<file path="config.mk">
export PLATFORM = sky130hd
export DESIGN_NAME = interp_fixed_divider
export DESIGN_NICKNAME = d
export VERILOG_FILES = /design/src/rtl/interp_div_pkg.sv /design/src/rtl/interp_div_sat.sv /design/src/rtl/interp_fixed_divider.sv
export SDC_FILE = /design/constraint.sdc
export NUM_CORES = 1
export LEC_CHECK = 0
export BUFFER_PORTS_ARGS = -buffer_cell sky130_fd_sc_hd__buf_2
export CORE_ASPECT_RATIO = 1.25
export CORE_UTILIZATION = 61
export CTS_CLUSTER_DIAMETER = 120
export CTS_CLUSTER_SIZE = 14
export DETAILED_ROUTE_END_ITERATION = 8
export PLACE_DENSITY = 0.81
export SYNTH_ARGS = -nofsm -noshare
export SYNTH_HDL_FRONTEND = slang
export SYNTH_SLANG_ARGS = --single-unit
</file>
<file path="constraint.sdc">
create_clock -name clk -period 5.2 [get_ports clk]
set_input_delay 1.3 -clock clk [delete_from_list [all_inputs] [get_ports clk]]
set_output_delay 1.3 -clock clk [all_outputs]
set_load 0.01 [all_outputs]
</file>
<file path="src/rtl/interp_div_pkg.sv">
// Shared encodings and constants for the interpolation fixed-point divider.
// INTERP_DIV_ROUND_EN adds one guard iteration for round-half-away-from-zero.
package interp_div_pkg;

  typedef enum logic [2:0] {
    ST_IDLE = 3'd0,
    ST_PREP = 3'd1,
    ST_ITER = 3'd2,
    ST_FIX  = 3'd3,
    ST_DONE = 3'd4
  } state_t;

  localparam int DEF_WIDTH = 32;
  localparam int DEF_FRAC  = 16;
  localparam int MAX_W     = 64;

  // Bits in the pre-shifted dividend, i.e. magnitude-quotient width before rounding.
  function automatic int div_bits(input int width, input int frac);
    return width + frac;
  endfunction

  function automatic int div_iters(input int width, input int frac);
`ifdef INTERP_DIV_ROUND_EN
    return width + frac + 1;
`else
    return width + frac;
`endif
  endfunction

  function automatic logic [MAX_W-1:0] max_pos(input int width);
    return (64'd1 << (width - 1)) - 64'd1;
  endfunction

  function automatic logic [MAX_W-1:0] min_neg(input int width);
    return 64'd1 << (width - 1);
  endfunction

endpackage

</file>
<file path="src/rtl/interp_div_sat.sv">
// Applies sign, optional guard-bit rounding and saturation to the unsigned
// magnitude quotient produced by the restoring iterations.
module interp_div_sat
  import interp_div_pkg::*;
#(
  parameter int WIDTH = DEF_WIDTH,
  parameter int QW    = DEF_WIDTH + DEF_FRAC
) (
  input  logic [QW-1:0]    qm_i,
  input  logic             guard_i,
  input  logic             neg_i,
  output logic [WIDTH-1:0] quotient_o,
  output logic             overflow_o
);

  localparam logic [WIDTH-1:0] MAX_POS = WIDTH'(max_pos(WIDTH));
  localparam logic [WIDTH-1:0] MIN_NEG = WIDTH'(min_neg(WIDTH));

  logic [QW:0] mag;
  logic        hi;

  assign mag = {1'b0, qm_i} + {{QW{1'b0}}, guard_i};
  // Anything at or above bit WIDTH cannot fit in either polarity.
  assign hi  = |mag[QW:WIDTH];

  always_comb begin
    quotient_o = mag[WIDTH-1:0];
    overflow_o = 1'b0;
    if (!neg_i) begin
      if (hi || mag[WIDTH-1]) begin
        quotient_o = MAX_POS;
        overflow_o = 1'b1;
      end
    end else if (hi || (mag[WIDTH-1] && (|mag[WIDTH-2:0]))) begin
      quotient_o = MIN_NEG;
      overflow_o = 1'b1;
    end else begin
      quotient_o = -mag[WIDTH-1:0];
    end
  end

endmodule

</file>
<file path="src/rtl/interp_fixed_divider.sv">
// Sequential signed Q-format divider, quotient = (op_a << FRAC) / op_b, one bit per cycle.
// Define INTERP_DIV_ROUND_EN for round-half-away-from-zero (one extra iteration).
module interp_fixed_divider
  import interp_div_pkg::*;
#(
  parameter int WIDTH = DEF_WIDTH,
  parameter int FRAC  = DEF_FRAC
) (
  input  logic             clk,
  input  logic             rst,
  input  logic             start,
  input  logic [WIDTH-1:0] op_a,
  input  logic [WIDTH-1:0] op_b,
  output logic             busy,
  output logic             done,
  output logic [WIDTH-1:0] quotient,
  output logic             div_by_zero,
  output logic             overflow
);

  localparam int N     = div_bits(WIDTH, FRAC);
  localparam int ITERS = div_iters(WIDTH, FRAC);
  localparam int QW    = ITERS;
  localparam int CW    = (ITERS > 1) ? $clog2(ITERS) : 1;

  localparam logic [WIDTH-1:0] MAX_POS = WIDTH'(max_pos(WIDTH));
  localparam logic [WIDTH-1:0] MIN_NEG = WIDTH'(min_neg(WIDTH));

  state_t           state_q, state_d;
  logic [WIDTH-1:0] a_q, a_d;
  logic [WIDTH-1:0] b_q, b_d;
  logic             sign_q, sign_d;
  logic [WIDTH-1:0] bmag_q, bmag_d;
  logic [N-1:0]     dvd_q, dvd_d;
  logic [WIDTH:0]   rem_q, rem_d;
  logic [QW-1:0]    qm_q, qm_d;
  logic [CW-1:0]    cnt_q, cnt_d;
  logic [WIDTH-1:0] quot_q, quot_d;
  logic             dbz_q, dbz_d;
  logic             ovf_q, ovf_d;

  logic [WIDTH-1:0] amag, bmag;
  logic [WIDTH:0]   rem_shift;
  logic             rem_ge;
  logic [N-1:0]     sat_qm;
  logic             sat_guard;
  logic [WIDTH-1:0] sat_quot;
  logic             sat_ovf;

  // Unsigned magnitudes: the most negative value maps onto 2^(WIDTH-1).
  assign amag = a_q[WIDTH-1] ? -a_q : a_q;
  assign bmag = b_q[WIDTH-1] ? -b_q : b_q;

  assign rem_shift = (rem_q << 1) | (WIDTH+1)'(dvd_q[N-1]);
  assign rem_ge    = (rem_shift >= {1'b0, bmag_q});

`ifdef INTERP_DIV_ROUND_EN
  // Last iteration produced a guard bit below the result LSB.
  assign sat_qm    = qm_q[QW-1:1];
  assign sat_guard = qm_q[0];
`else
  assign sat_qm    = qm_q;
  assign sat_guard = 1'b0;
`endif

  interp_div_sat #(
    .WIDTH (WIDTH),
    .QW    (N)
  ) u_sat (
    .qm_i       (sat_qm),
    .guard_i    (sat_guard),
    .neg_i      (sign_q),
    .quotient_o (sat_quot),
    .overflow_o (sat_ovf)
  );

  always_comb begin
    state_d = state_q;
    a_d     = a_q;
    b_d     = b_q;
    sign_d  = sign_q;
    bmag_d  = bmag_q;
    dvd_d   = dvd_q;
    rem_d   = rem_q;
    qm_d    = qm_q;
    cnt_d   = cnt_q;
    quot_d  = quot_q;
    dbz_d   = dbz_q;
    ovf_d   = ovf_q;
    case (state_q)
      ST_IDLE: begin
        if (start) begin
          a_d     = op_a;
          b_d     = op_b;
          state_d = ST_PREP;
        end
      end
      ST_PREP: begin
        sign_d = a_q[WIDTH-1] ^ b_q[WIDTH-1];
        bmag_d = bmag;
        dvd_d  = N'(amag) << FRAC;
        rem_d  = '0;
        qm_d   = '0;
        cnt_d  = CW'(ITERS - 1);
        if (bmag == '0) begin
          quot_d  = a_q[WIDTH-1] ? MIN_NEG : MAX_POS;
          dbz_d   = 1'b1;
          ovf_d   = 1'b0;
          state_d = ST_DONE;
        end else begin
          state_d = ST_ITER;
        end
      end
      ST_ITER: begin
        rem_d = rem_ge ? (rem_shift - {1'b0, bmag_q}) : rem_shift;
        qm_d  = (qm_q << 1) | QW'(rem_ge);
        dvd_d = dvd_q << 1;
        cnt_d = cnt_q - CW'(1);
        if (cnt_q == '0) begin
          state_d = ST_FIX;
        end
      end
      ST_FIX: begin
        quot_d  = sat_quot;
        ovf_d   = sat_ovf;
        dbz_d   = 1'b0;
        state_d = ST_DONE;
      end
      ST_DONE: begin
        state_d = ST_IDLE;
      end
      default: begin
        state_d = ST_IDLE;
      end
    endcase
  end

  always_ff @(posedge clk) begin
    if (!rst) begin
      state_q <= ST_IDLE;
      a_q     <= '0;
      b_q     <= '0;
      sign_q  <= 1'b0;
      bmag_q  <= '0;
      dvd_q   <= '0;
      rem_q   <= '0;
      qm_q    <= '0;
      cnt_q   <= '0;
      quot_q  <= '0;
      dbz_q   <= 1'b0;
      ovf_q   <= 1'b0;
    end else begin
      state_q <= state_d;
      a_q     <= a_d;
      b_q     <= b_d;
      sign_q  <= sign_d;
      bmag_q  <= bmag_d;
      dvd_q   <= dvd_d;
      rem_q   <= rem_d;
      qm_q    <= qm_d;
      cnt_q   <= cnt_d;
      quot_q  <= quot_d;
      dbz_q   <= dbz_d;
      ovf_q   <= ovf_d;
    end
  end

  assign busy        = (state_q != ST_IDLE);
  assign done        = (state_q == ST_DONE);
  assign quotient    = quot_q;
  assign div_by_zero = dbz_q;
  assign overflow    = ovf_q;

endmodule

</file>
Word level (Yosys, flattened, before mapping):

Cells that the tools add are included.

* flip-flop bits (word level): 268
* input bits: 67
* output and inout port bits: 36
* logic and storage cells: 66

* $add $sub $neg: 5
* $lt $le $gt $ge: 1
* equal/unequal tests: 7
* multiplexer cells: 24
* bitwise logic cells: 3
* reductions and logical operators: 14

Operator list (count)
* 2-to-1 mux 32 bit: 8
* case mux 48 bit (2 select lines): 2
* case mux 32 bit (2 select lines): 2
* negator 32 bit: 3
* bitwise OR 48 x 1 -> 48 bit: 1
* greater-or-equal comparator 33 x 32 -> 1 bit: 1
* bitwise OR 33 x 1 -> 33 bit: 1
* zero test 32 bit: 1
* subtractor 32 bit: 1
* OR reduction 31 bit: 1
* OR reduction 16 bit: 1
* case mux 3 bit (4 select lines): 1
* case mux 6 bit (2 select lines): 1
* 2-to-1 mux 3 bit: 3
* equality test 3 x 2 -> 1 bit, second input constant: 2
* zero test 6 bit: 1
* != test 2 bit, second input constant: 3
* AND reduction 2 bit: 3
* subtractor 6 x 1 -> 6 bit, second input constant: 1
* 2-to-1 mux 1 bit: 5
* case mux 1 bit (2 select lines): 2
* nonzero test 2 bit: 2
* equality test 3 x 1 -> 1 bit, second input constant: 1
* equality test 3 bit, second input constant: 1
* other kinds (5): 6

Longest topological paths before layout:

Gate-level depths: netlist (run 1).

* depth after elaboration: 6
* depth in mapped cells: 15
* mapped depth without buffers: 12

By module:

A second synthesis (run 1) with hierarchy kept.

* cells, all modules: 1963
* area total of the unflattened synthesis: 15492.4 sq um

Modules (own cells, without submodules)
* interp_fixed_divider: instances 1, cells each 1577, area each 12861.1 sq um, sequential area each 5044.8 sq um
* interp_div_sat: instances 1, cells each 386, area each 2631.3 sq um, sequential area each 0.0 sq um

Least setup slack after synthesis (run 1):

OpenSTA, ideal clock, no wires.

* kind: register -> register
* start point: register b_q[1]
* end point: register quot_q[23] (netlist: quotient[23])
* setup time: 122 ps
* arrival time: 3526 ps
* required time: 5078 ps
* path slack: 1553 ps
* stages on the path, launching flop included: 15
* buffers on the path: 3
* period minus slack after synthesis: 3647 ps
* cells stage by stage: dfxtp_1 -> inv_1 -> ha_1 -> or4b_1 -> or3_1 -> buf_2 -> or2_1 -> buf_6 -> o41ai_4 -> xor2_1 -> nand4_1 -> or4_1 -> buf_4 -> and2_0 -> o311a_1

* cells in the longest elaborated chain, start to end: 5

RTL lines
* start, declared: line interp_fixed_divider.sv:31 `logic [WIDTH-1:0] b_q, b_d;`
* start signal, assigned: line interp_fixed_divider.sv:142 `b_q <= '0;`
* start signal, assigned: line interp_fixed_divider.sv:155 `b_q <= b_d;`
* negator 32 bit: line interp_fixed_divider.sv:52 `assign bmag = b_q[WIDTH-1] ? -b_q : b_q;`
* 2-to-1 mux 32 bit *: line interp_fixed_divider.sv:52
* zero test 32 bit *: line interp_fixed_divider.sv:105 `if (bmag == '0) begin`
* != test 2 bit (no line) *
* AND reduction 2 bit (no line) *
* end signal, assigned: line interp_fixed_divider.sv:162 `quot_q <= quot_d;`
* end, declared: line interp_fixed_divider.sv:38 `logic [WIDTH-1:0] quot_q, quot_d;`

Mark *: on every way between the ends. The rest lies on a longest branch, timed or not.
A chain may end at the register's enable or synchronous reset.

Worst setup path in the final report (run 1):

* start point: register b_q[1]
* end point: register quot_q[10] (netlist: quotient[10])

Same word-level chain as after synthesis.

==> results of run 1 <==
-- placed cells by master, fill, tap and decap left out, drive strengths merged, types with 12 or more instances in the layout --
| cell type | n |
|---|---|
| nand4 | 13 |
| a211oi | 37 |
| dfxtp | 252 |
| a21o | 26 |
| nor3 | 38 |
| o211a | 23 |
| buf | 115 |
| or4 | 17 |
| xnor2 | 48 |
| xor2 | 36 |
| o31ai | 14 |
| nor4 | 22 |
| clkbuf | 21 |
| o21ai | 97 |
| a21oi | 165 |
| a31oi | 17 |
| or3 | 22 |
| a22oi | 73 |
| nand2 | 265 |
| nand3 | 12 |
| inv | 56 |
| mux2i | 39 |
| nor2 | 158 |
| ha | 37 |
-- Yosys cell counts, types with 8 or more instances --
master,instances
nor3_1,38
nor2_1,158
a21o_1,26
o21ai_0,96
nand4_1,13
a211oi_1,37
a21oi_1,165
dfxtp_1,252
a221oi_1,10
o31ai_1,13
or3_1,22
clkbuf_1,112
o22ai_1,10
nand3_1,12
ha_1,37
or4_1,16
xor2_1,36
and3_1,8
o41ai_1,9
nor2b_1,9
nor4_1,21
a31oi_1,17
xnor2_1,48
nand2b_1,11
o21a_1,11
mux2i_1,39
o211ai_1,9
and4_1,9
a22oi_1,73
buf_1,9
inv_1,54
o211a_1,23
nand2_1,264
-- state kept, by name (all words and copies together) (netlist names) --
| signal | cells |
|---|---|
| qm_q | 48 |
| a_q | 32 |
| b_q | 32 |
| bmag_q | 32 |
| dvd_q | 32 |
| quotient | 32 |
| rem_q | 32 |
| cnt_q | 6 |
| state_q | 3 |
| div_by_zero | 1 |
| overflow | 1 |
| sign_q | 1 |
-- layer usage --
metal / track usage / vias to the layer above
met4: 0.150 / 0
li1: - / 6334
met1: 0.356 / 6142
met3: 0.0396 / 102
met2: 0.522 / 365
met5: 0 / -
-- worst max-delay path, stage by stage (launching register included) --
cell and delay, ns:
dfxtp_1 0.35, inv_1 0.09, ha_1 0.21, or4b_1 0.56, or3_1 0.49, or2_1 0.38
o41ai_1 0.38, xor2_1 0.26, nand4_1 0.20, or4_1 0.69, nand2_4 0.41, mux2i_1 0.24
-- power groups by stage --
stage / clock network, mW / logic, mW / registers (mW)
floorplan: 0 / 1.45 / 2.17
global placement: 0 / 1.76 / 2.22
detailed placement: 0 / 1.80 / 2.23
CTS: 1.41 / 1.80 / 2.18
global route: 1.48 / 2.00 / 2.20
finish: 1.39 / 1.82 / 2.19
-- through the flow --
step                utilization  hold WS [ns]  worst slack (ns)  instances  area (sq um)
finish                    0.667         0.458             0.858       2053         14900
global route              0.667         0.484             0.700       2053         14900
CTS                       0.667         0.462             0.925       2053         14900
detailed placement        0.643         0.451              1.00       2031         14300
global placement          0.643         0.442              1.18       2031         14300
floorplan                     -         0.427              1.55       1762         13800
-- path summary, 6_finish.rpt --
path          startpoint      endpoint  slack (ns)  depth (start not counted)
min reg2reg  quotient[4]   quotient[4]        0.46                          2
min          quotient[4]   quotient[4]        0.46                          2
max               b_q[1]  quotient[10]        0.86                         11
max reg2reg       b_q[1]  quotient[10]        0.86                         11
-- cell type report --
class	instances	area, sq um
multi-input combinational	1326	8110
fill	1896	7420
sequential	252	5040
timing repair buffer	115	608
clock buffer	21	526
tap	283	354
inverter	55	211
clock inverter	1	8.76
-- logic make-up after synthesis --
logic type,after synthesis,share of synthesized area
AND/OR/NAND/NOR,612,0.203
multiplexers,43,0.0315
buffers and inverters,184,0.0524
AO/OA/AOI/OAI,549,0.261
XOR/XNOR,84,0.0532
adder cells (fa/ha/maj),38,0.0349
flip-flops,252,0.365
==> impl_metrics.toml, run 1 <==
[floorplanning]
core_area_sq_um = 22300
fp.dieH_microns = 170
start_util = 0.621
num_io_pins = 103
row_count = 61
die_x_microns = 137
dieArea_sq_um = 23300

[logic_synthesis]
yosysWarnings = 0
synthCells = 1762
synth-edff-count = 0
seq_area_frac_synth = 0.365
synth.distinct_cells = 73
syn-num-nets = 1867
synth_ff_type = "dfxtp_1"
async_reset_ff_frac = 0
synth.top_cell.area_share = 0.365
syn_area_sq_um = 13800
yosysTopAreaCell = "dfxtp_1"
ys_seq_elements = 252
avgSynthCellArea_sq_um = 7.85
synth_area_leaders = "dfxtp_1 36%, nand2_1 7.2%, a21oi_1 6.0%, nor2_1 4.3%, a22oi_1 4.0%"

[sta]
min_period_ns = 4.34
tightest_slew_ns = 1.18
fmax_mhz = 230
period_share = 0.835
rsz0062_at_grt = "no"
maxSlewViolCount = 0
relSlewSlack = 0.213
setup_viol = 0
tns_ns = 0
hold_viol_final = 0
fin_skew_ns = 0.0114

[worst_setup_path]
worstPathArrival_ns = 4.77
required_ns = 5.63
critical_path_class = "flip-flop to flip-flop"
worstSetupStartpointType = "flip-flop"
end_kind = "flip-flop"
critPathMaxFanout = 28

[route]
antenna_left = 0
drc = 0
wl_microns = 35000
vias = 12943
wl_met3_microns = 1640
drt_pass1_iterations = 5
wl_met1_microns = 14500
wl_met2_microns = 17200
maxUsedRoutingLayer = "met4"
wl_per_cell_microns = 17.0
via_per_inst = 6.30
first_iter_violations = 902

[clock_tree]
ctsHtreeMaxLevel = 1
cts_made_buffers = 21
clock_latency_ns = 0.51
cts_post_setup_buffers_inserted = 0
cts_tree = "yes"
clock_sinks = 252
cts_hold_buf = 0
cts-root-buf = "clkbuf_16"
cts_max_path_buffers = 3
clk_pin_slew_worst_paths_ns = 0.06
post_cts_resized = 0

[power]
netSwitchingFraction = 0.348
clkPwrFrac = 0.257
power_switching_mw = 1.88
p_int_mw = 3.52
p_seq_frac = 0.406
combPwrFrac = 0.338
peakVddDrop_mv = 0.289
p_leak_nw = 5.89
p_per_area_nw_per_um2 = 363
p_total_mw = 5.39

[final_layout]
syn_to_final_growth_pct = 7.43
drive_gt1_frac = 0.0932
antenna_cells = 0
nets = 1876

[placement]
globalplace.congestion = 0.913
hpwl_microns = 24000
port-buffer-count = 102

[outcome]
status = "finished, final reports clean"

[grt]
grt_pass1_vias = 12010
grt_first_pass_wirelength_microns = 57100
overflow = 0
grt_max_degree = 134
grtUsageTotal = 0.299
antenna_found_initial = 0

[min_path]
hp-class = "flip-flop to flip-flop"

[run]
maxCapViolations = 0
Power figures use the tool's default switching activity.
==> run 2, diff against run 1 <==
--- a/config.mk
+++ b/config.mk
@@ -7,11 +7,11 @@
 export LEC_CHECK = 0
 export BUFFER_PORTS_ARGS = -buffer_cell sky130_fd_sc_hd__buf_2
 export CORE_ASPECT_RATIO = 1.25
-export CORE_UTILIZATION = 61
+export CORE_UTILIZATION = 55
 export CTS_CLUSTER_DIAMETER = 120
 export CTS_CLUSTER_SIZE = 14
 export DETAILED_ROUTE_END_ITERATION = 8
-export PLACE_DENSITY = 0.81
+export PLACE_DENSITY = 0.77
 export SYNTH_ARGS = -nofsm -noshare
 export SYNTH_HDL_FRONTEND = slang
 export SYNTH_SLANG_ARGS = --single-unit
==> constraint.sdc (replaced) <==
create_clock -name clk -period 3.8 [get_ports clk]
set_input_delay 0.95 -clock clk [delete_from_list [all_inputs] [get_ports clk]]
set_output_delay 0.95 -clock clk [all_outputs]
set_load 0.01 [all_outputs]
==> impl_metrics.toml, run 2 (synthesis results as in run 1) <==
[outcome]
status = "finished, final reports clean"

[power]
p_seq_frac = 0.395
clkPwrFrac = 0.254
peakVddDrop_mv = 0.331
power_switching_mw = 2.59
netSwitchingFraction = 0.345
p_int_mw = 4.91
combPwrFrac = 0.352
p_total_mw = 7.49
p_leak_nw = 6.12
p_per_area_nw_per_um2 = 489

[clock_tree]
cts_tree = "yes"
cts_made_buffers = 21
clk_pin_slew_worst_paths_ns = 0.07
clock_sinks = 252
clock_latency_ns = 0.51
cts-root-buf = "clkbuf_16"
cts_max_path_buffers = 3
ctsHtreeMaxLevel = 1

[sta]
period_share = 0.976
relSlewSlack = 0.261
setup_viol = 0
fin_skew_ns = 0.00879
maxSlewViolCount = 0
tns_ns = 0
hold_viol_final = 0
min_period_ns = 3.71
tightest_slew_ns = 1.11
fmax_mhz = 270

[worst_setup_path]
end_kind = "flip-flop"
worstSetupStartpointType = "flip-flop"
worstPathArrival_ns = 4.11
r2r_slack_ns = 0.09
critPathMaxFanout = 6
critical_path_class = "flip-flop to flip-flop"
required_ns = 4.20

[route]
via_per_inst = 6.05
vias = 12979
wl_microns = 35300
antenna_left = 0
drt_pass1_iterations = 5
wl_per_cell_microns = 16.4
first_iter_violations = 825
drc = 0

[final_layout]
nets = 1922
largest_reg_flops = 48
mostFrequentLayoutCell = "nand2_1"
multiInputGateArea_sq_um = 8170
seq_area_sq_um = 5040
final_util = 0.624
final_cell_mix = "263 x nand2_1, 252 x dfxtp_1, 164 x a21oi_1"
drive_gt1_frac = 0.122
syn_to_final_growth_pct = 10.8
fill_cells = 2196
largest_register = "qm_q"

[placement]
globalplace.congestion = 0.948
hpwl_microns = 24800
port-buffer-count = 102

[floorplanning]
row_count = 64
core_area_sq_um = 24600
num_io_pins = 103
die_x_microns = 144
dieArea_sq_um = 25800
fp.dieH_microns = 179
start_util = 0.563

[run]
maxCapViolations = 0

[grt]
grt_first_pass_wirelength_microns = 57200
grt_use_met3 = 0.0270
overflow = 0
grt_use_met2 = 0.486
use_met1 = 0.326
grt-busiest-layer = "met2"
grt_max_degree = 100
grt_pass1_vias = 12021
antenna_found_initial = 1
grtUsageTotal = 0.272

[min_path]
hp-class = "flip-flop to flip-flop"
[run 2: changes by cell type in the layout (fill, tap and decap cells not counted), sizes merged]
cell / change
buf: +46
diode: +1
[run 2: final timing paths]
path | start | to | cells past startpoint
max | b_q[0] | quotient[23] | 12
max reg2reg | b_q[0] | quotient[23] | 12
min reg2reg | quotient[3] | quotient[3] | 2
min | quotient[3] | quotient[3] | 2
[run 2: stage by stage]
step                      setup WS, ns  hold slack (ns)  std cells  cell area [sq um]
after global placement          0.0516            0.441       2119              14700
after CTS                       0.0681            0.464       2141              15200
after global routing           -0.0301            0.487       2147              15300
after detailed placement        -0.127            0.450       2119              14700
after floorplan                  0.153            0.427       1762              13800
final                           0.0894            0.456       2147              15300
[run 2: power by group through the flow]
| stage | clock, mW | combinational, mW | sequential [mW] |
|---|---|---|---|
| after floorplan | 0 | 1.98 | 2.97 |
| after global placement | 0 | 2.53 | 3.01 |
| after detailed placement | 0 | 2.58 | 3.01 |
| after CTS | 1.94 | 2.60 | 2.96 |
| after global routing | 2.02 | 2.90 | 2.98 |
| final | 1.90 | 2.63 | 2.96 |
[run 2: what timing repair did]
item / CTS / global route
endpoints found under the setup margin: 32 / 31
hold buffers: 0 / 0
endpoints found under the hold margin: 0 / 0
pin swaps: 0 / 9
gates resized for setup: 3 / 11
setup buffers: 0 / 5
[run 2: final cells by class]
type                       count  share of cell area
clock buffer                  21              0.0343
clock inverter                 1            0.000571
tap                          330              0.0269
antenna                        1            0.000163
inverter                      55              0.0138
sequential                   252               0.329
timing repair buffer         161              0.0624
multi-input combinational   1326               0.533
[run 2: metal layers]
| layer | up-vias | wire length [microns] | part of all wire |
|---|---|---|---|
| met1 | 6119 | 14700 | 0.42 |
| met4 | 0 | 1410 | 0.040 |
| li1 | 6422 | - | - |
| met2 | 359 | 17800 | 0.50 |
| met5 | - | 0 | 0 |
| met3 | 79 | 1430 | 0.041 |
[run 2: worst max-delay path: stages (launching register included)]
cell and delay, ns:
dfxtp_1 0.32, inv_2 0.07, ha_4 0.14, or4b_4 0.46, or3_4 0.42, or2_4 0.31
buf_4 0.15, o41ai_4 0.21, xor2_1 0.21, nand4_1 0.19, or4_4 0.65, and2_0 0.19
o311a_1 0.28
